### src/rtl/mul_stream_ctrl_pkg.sv
// mul_stream_ctrl_pkg
//   Shared definitions for the multiplier front-end: the state encoding and
//   the data width that the multiplier and the ALU top must agree on.
//   Contents:
//     ALU_DATA_WIDTH  operand/result width used across the ALU (12)
//     ALU_CNT_WIDTH   default width of the completed-result counter (8)
//     state_e         LOAD_A=0, LOAD_B=1, EXEC=2, OUT=3
package mul_stream_ctrl_pkg;

  localparam int ALU_DATA_WIDTH = 12;
  localparam int ALU_CNT_WIDTH  = 8;

  typedef enum logic [1:0] {
    LOAD_A = 2'd0,
    LOAD_B = 2'd1,
    EXEC   = 2'd2,
    OUT    = 2'd3
  } state_e;

endpackage

### src/rtl/mul_stream_ctrl.sv
// mul_stream_ctrl
//   Sequential front-end for the ALU multiplier stage. Pairs consecutive
//   words from the input stream into operands op_a/op_b, lets the external
//   combinational multiplier settle for one cycle (EXEC), captures its
//   product op_c and offers it on the output stream.
//
//   Handshakes: a transfer happens on a rising clk edge where valid and
//   ready are both high. The producer holds data stable while valid is high
//   and ready is low; this block holds out_data/out_valid stable until the
//   consumer raises out_ready.
//
//   Ports:
//     clk, rst_n      clock (rising edge), asynchronous active-low reset
//     clear           synchronous abort: back to LOAD_A, drops the pending
//                     result and zeroes result_count (operand/result
//                     registers keep their values)
//     in_data/valid/ready    operand word stream (A then B)
//     op_a, op_b      registered operands driven into the multiplier
//     op_c            product from the multiplier (mod 2^DATA_WIDTH)
//     out_data/valid/ready   product stream
//     busy            high whenever the FSM is not in LOAD_A
//     result_count    delivered results, wraps modulo 2^CNT_WIDTH
module mul_stream_ctrl
  import mul_stream_ctrl_pkg::*;
#(
  parameter int DATA_WIDTH = ALU_DATA_WIDTH,
  parameter int CNT_WIDTH  = ALU_CNT_WIDTH
) (
  input  logic                  clk,
  input  logic                  rst_n,
  input  logic                  clear,
  input  logic [DATA_WIDTH-1:0] in_data,
  input  logic                  in_valid,
  output logic                  in_ready,
  output logic [DATA_WIDTH-1:0] op_a,
  output logic [DATA_WIDTH-1:0] op_b,
  input  logic [DATA_WIDTH-1:0] op_c,
  output logic [DATA_WIDTH-1:0] out_data,
  output logic                  out_valid,
  input  logic                  out_ready,
  output logic                  busy,
  output logic [CNT_WIDTH-1:0]  result_count
);

  state_e state;

  // Ready and busy are pure decodes of the state register, so the input
  // stream sees back-pressure in the same cycle the FSM leaves LOAD_B.
  assign in_ready = (state == LOAD_A) || (state == LOAD_B);
  assign busy     = (state != LOAD_A);

  always_ff @(posedge clk or negedge rst_n) begin
    if (!rst_n) begin
      state        <= LOAD_A;
      op_a         <= '0;
      op_b         <= '0;
      out_data     <= '0;
      out_valid    <= 1'b0;
      result_count <= '0;
    end else if (clear) begin
      // Abort wins over any handshake in the same cycle; a word offered
      // alongside clear is dropped and a pending result is not counted.
      state        <= LOAD_A;
      out_valid    <= 1'b0;
      result_count <= '0;
    end else begin
      case (state)
        LOAD_A: begin
          if (in_valid) begin
            op_a  <= in_data;
            state <= LOAD_B;
          end
        end
        LOAD_B: begin
          if (in_valid) begin
            op_b  <= in_data;
            state <= EXEC;
          end
        end
        EXEC: begin
          // op_a/op_b have been stable for a full cycle here, so the
          // multiplier output is settled.
          out_data  <= op_c;
          out_valid <= 1'b1;
          state     <= OUT;
        end
        OUT: begin
          if (out_ready) begin
            out_valid    <= 1'b0;
            result_count <= result_count + 1'b1;
            state        <= LOAD_A;
          end
        end
        default: state <= LOAD_A;
      endcase
    end
  end

endmodule

### config.mk
export PLATFORM = sky130hd
export DESIGN_NAME = mul_stream_ctrl
export DESIGN_NICKNAME = d
export VERILOG_FILES = /design/src/rtl/mul_stream_ctrl_pkg.sv /design/src/rtl/mul_stream_ctrl.sv
export SDC_FILE = /design/constraint.sdc
export NUM_CORES = 1
export LEC_CHECK = 0
export CORE_ASPECT_RATIO = 1.1
export CORE_MARGIN = 5
export CORE_UTILIZATION = 43
export CTS_CLUSTER_SIZE = 25
export DETAILED_ROUTE_END_ITERATION = 8
export GPL_ROUTABILITY_DRIVEN = 0
export PLACE_DENSITY = 0.89
export SLEW_MARGIN = 40
export SYNTH_ARGS = -nofsm -noshare
export SYNTH_HDL_FRONTEND = slang
export SYNTH_SLANG_ARGS = --single-unit
### constraint.sdc
create_clock -name clk -period 1.8 [get_ports clk]
set_input_delay 0.18 -clock clk [delete_from_list [all_inputs] [get_ports clk]]
set_output_delay 0.18 -clock clk [all_outputs]
set_load 0.1 [all_outputs]
==> impl_summary.txt <==
----------------------------------------------------
[STA]
  Max Clk Rate ... approximately 600 MHz
  Post-layout min period ... roughly 1.7 ns
  Final number of max-transition violations ... 0
  Number of setup violations in the final report ... 0
  Tightest Pin Transition ... approximately 0.3 ns
  Setup total negative slack ... 0 ns
  RSZ-0062 raised after global routing ... no
  Final clock period utilization by the worst path ... 95.2%
  Normalized max-slew margin ... 80.7%
  Number of failing hold endpoints at the final stage ... 0
  Max Clock Skew ... ~0.0057 ns

[Drt]
  Via density per instance ... between 4 and 5
  Number of remaining DRC errors ... 0
  Number of DRC violations after detailed-routing iteration 0 ... 71
  Via count ... ~1400
  Drt total wl ... about 4300 um
  Detail Route Antenna Nets ... 0
  DR pass1 iterations ... 4
  Routed len/inst ... around 15 um

[Worst setup path]
  Worst setup slack for register-to-register paths ... 0.14 ns
  Worst-path cell with the longest stage delay ... dfrtp_1
  CP top delay family ... flip-flops
  Crit-path max FO ... 4
  CP Buf/Inv Count ... 2
  Required time of the worst setup path ... about 1.6 ns
  Critical path arrival ... roughly 1.5 ns
  Kind of end point of the critical path ... output pin
  Startpoint Class ... flop
  Worst setup path class ... flop to output pin
  Worst-path cell chain ... inv_1 -> ha_1 -> or2_2 -> buf_12
  Biggest cell delay along the critical path ... 0.41 ns

[Logic synthesis]
  Compound-gate portion of the synthesized area ... around 4.6%
  Most common cell in the synthesized netlist ... dfrtp_1
  Number of synthesized register bits ... 47
  Leading cell types by count after synthesis ... dfrtp_1 (47), mux2_2 (37), a21oi_1 (8), ha_1 (5), nand2_1 (5)
  Adder-Cell Fraction of Synth Area ... roughly 3.2%
  Share of synthesized cell area in and, or, nand and nor gates ... under 10%
  Synth top area share ... 60.5%
  Combinational family with the most area after synthesis ... multiplexers
  Number of instances in the synthesized netlist ... 140
  Post-synthesis cell type count ... 26
  Count of yosys warnings during synthesis ... 0
  Syn Std Cell Area ... about 0.002 mm^2
  Net Count, Synth ... roughly 170
  Synth Flop Type ... dfrtp_1
  Share of synthesized area occupied by flip-flops and latches ... around 60%
  Share of synthesized registers carrying an async set or reset ... 100%
  Synthesized-area fraction occupied by xor and xnor cells ... 0.900%
  Cell types with the largest area share after synthesis ... dfrtp_1 (60%), mux2_2 (21%), ha_1 (3.2%), a21oi_1 (2.1%), o31ai_1 (1.2%)
  Mean post-synth cell area ... 13.9 um^2
  Area leader, netlist ... dfrtp_1
  EDFF count, synth ... 0
  Mux contribution to synthesized area ... 21.9%

[Floorplanning]
  Initial cell density of the core ... approximately 45%
  Die Area ... about 0.006 mm^2
  Rows ... 25
  I/O pins ... between 70 and 80
  Die height ... 80.6 um
  Std-Cell Core Area ... 0.00435 mm^2
  Die width ... around 74 um

[Placed design]
  Post-detailed-placement half-perimeter wirelength ... ~3400 um
  Number of input and output port buffers inserted ... 75

[Finish]
  Multi-input gate area in the final layout ... 739 um^2
  Number of fill cells ... between 300 and 400
  Sequential standard cell area ... between 0.001 and 0.0015 mm^2
  Layout cells sized above 1 ... between 40% and 50%
  Count of inserted antenna diode cells ... 0
  Area Growth Syn to Fin ... 48.6%
  Post-route core utilization ... 66.5%
  Post-layout nets ... between 200 and 300

[Clock network]
  Clock tree from TritonCTS ... built
  Clock slew at reported path FFs ... about 0.080 ns
  Number of instances resized during post-cts repair ... 0
  Count of clock tree sinks ... 47
  TritonCTS buffer count ... 5
  CTS HTree Levels ... 2
  Cell at the root of the clock tree ... clkbuf_8
  Clock network latency to the later pin of the worst-skew pair ... 0.29 ns
  Maximum clock path buffer count ... 2

[Outcome]
  Outcome ... complete, no violations

[Run]
  Maxcap violations ... 0

[Global route]
  Wire length of the first global-routing pass ... ~7000 um
  Vias in the first global route ... about 1500
  Initial antenna violation count ... 0
  Global route overflow ... 0
  Aggregate global-route resource usage ... approximately 15%
  Maximum number of pins on one net before global-route repair ... 21

[Hold path]
  Hold/Removal Path Class ... input port to asynchronous set/reset pin

----------------------------------------------------
-- kinds of logic after synthesis --
group / Yosys count
flip-flops: 47
multiplexers: 38
AND/OR/NAND/NOR: 26
AO/OA/AOI/OAI: 15
buffers and inverters: 7
adder cells (fa/ha/maj): 5
XOR/XNOR: 2
-- through the flow --
step,worst slack (ns),area [um^2],instances,hold WS (ns)
final,0.0864,2890,283,0.268
after CTS,0.0426,2880,282,0.260
after global routing,0.0173,2890,283,0.278
after floorplan,0.0220,1950,140,-0.116
after detailed placement,0.130,2740,273,0.0453
after global placement,0.131,2740,273,0.0471
-- registers in the layout (all words and copies together), names as in the netlist --
| signal | count |
|---|---|
| op_a | 12 |
| out_valid | 1 |
| op_b | 12 |
| result_count | 8 |
| out_data | 12 |
| state | 2 |
-- layout by cell type, fill, tap and decap left out --
cell type         n
bufinv_16         2
nand2_2           1
buf_2             1
or3_1             1
ha_1              5
nand4_1           1
nand2b_1          1
xor2_1            2
o21bai_1          1
or4_1             3
buf_4            52
and2b_2           1
nor2b_1           2
mux2_2           37
dfrtp_2           4
dfrtp_1          43
or2b_1            1
o31ai_1           3
o21ai_0           2
clkinvlp_4        1
dlygate4sd3_1     1
a21oi_2           1
or3_2             1
a21oi_1           8
nand2_1           5
clkbuf_8          5
nor2_1            4
buf_12            4
inv_1             3
clkdlybuf4s50_1  27
or2_2             1
nand3_1           4
mux2i_1           1
-- layer usage --
metal | up-vias | wire, um | global-route usage [%]
met4 | 0 | 31 | 4.35
met3 | 5 | 451 | 5.01
met1 | 681 | 1580 | 17.5
met5 | - | 0 | 0
li1 | 665 | - | -
met2 | 63 | 2260 | 27.3
-- timing repair --
| action | in CTS | in global routing |
|---|---|---|
| hold buffers | 1 | 0 |
| endpoints found under the hold margin | 8 | 0 |
| buffers inserted | 0 | 1 |
| endpoints found under the setup margin | 0 | 1 |
-- final timing paths --
path / start / end / depth (start not counted)
setup / recovery: state[0] / in_ready / 4
hold / removal: rst_n / op_a[2] / 2
setup reg to reg: state[0] / state[0] / 4
hold reg to reg: op_b[6] / op_b[6] / 1
max in group asynchronous: rst_n / result_count[1] / 3
min in group clk: op_c[3] / out_data[3] / 2
-- area by class of cell --
| type | instances | share of cell area, % |
|---|---|---|
| Tap cell | 54 | 2.34 |
| Multi-Input combinational cell | 86 | 25.6 |
| Clock buffer | 5 | 2.38 |
| Timing Repair Buffer | 85 | 26.1 |
| Clock inverter | 3 | 2.34 |
| Sequential cell | 47 | 40.8 |
| Inverter | 3 | 0.389 |
Power is not shown: default switching activity piles up to over one toggle a cycle in this logic, so the estimate is an artifact.
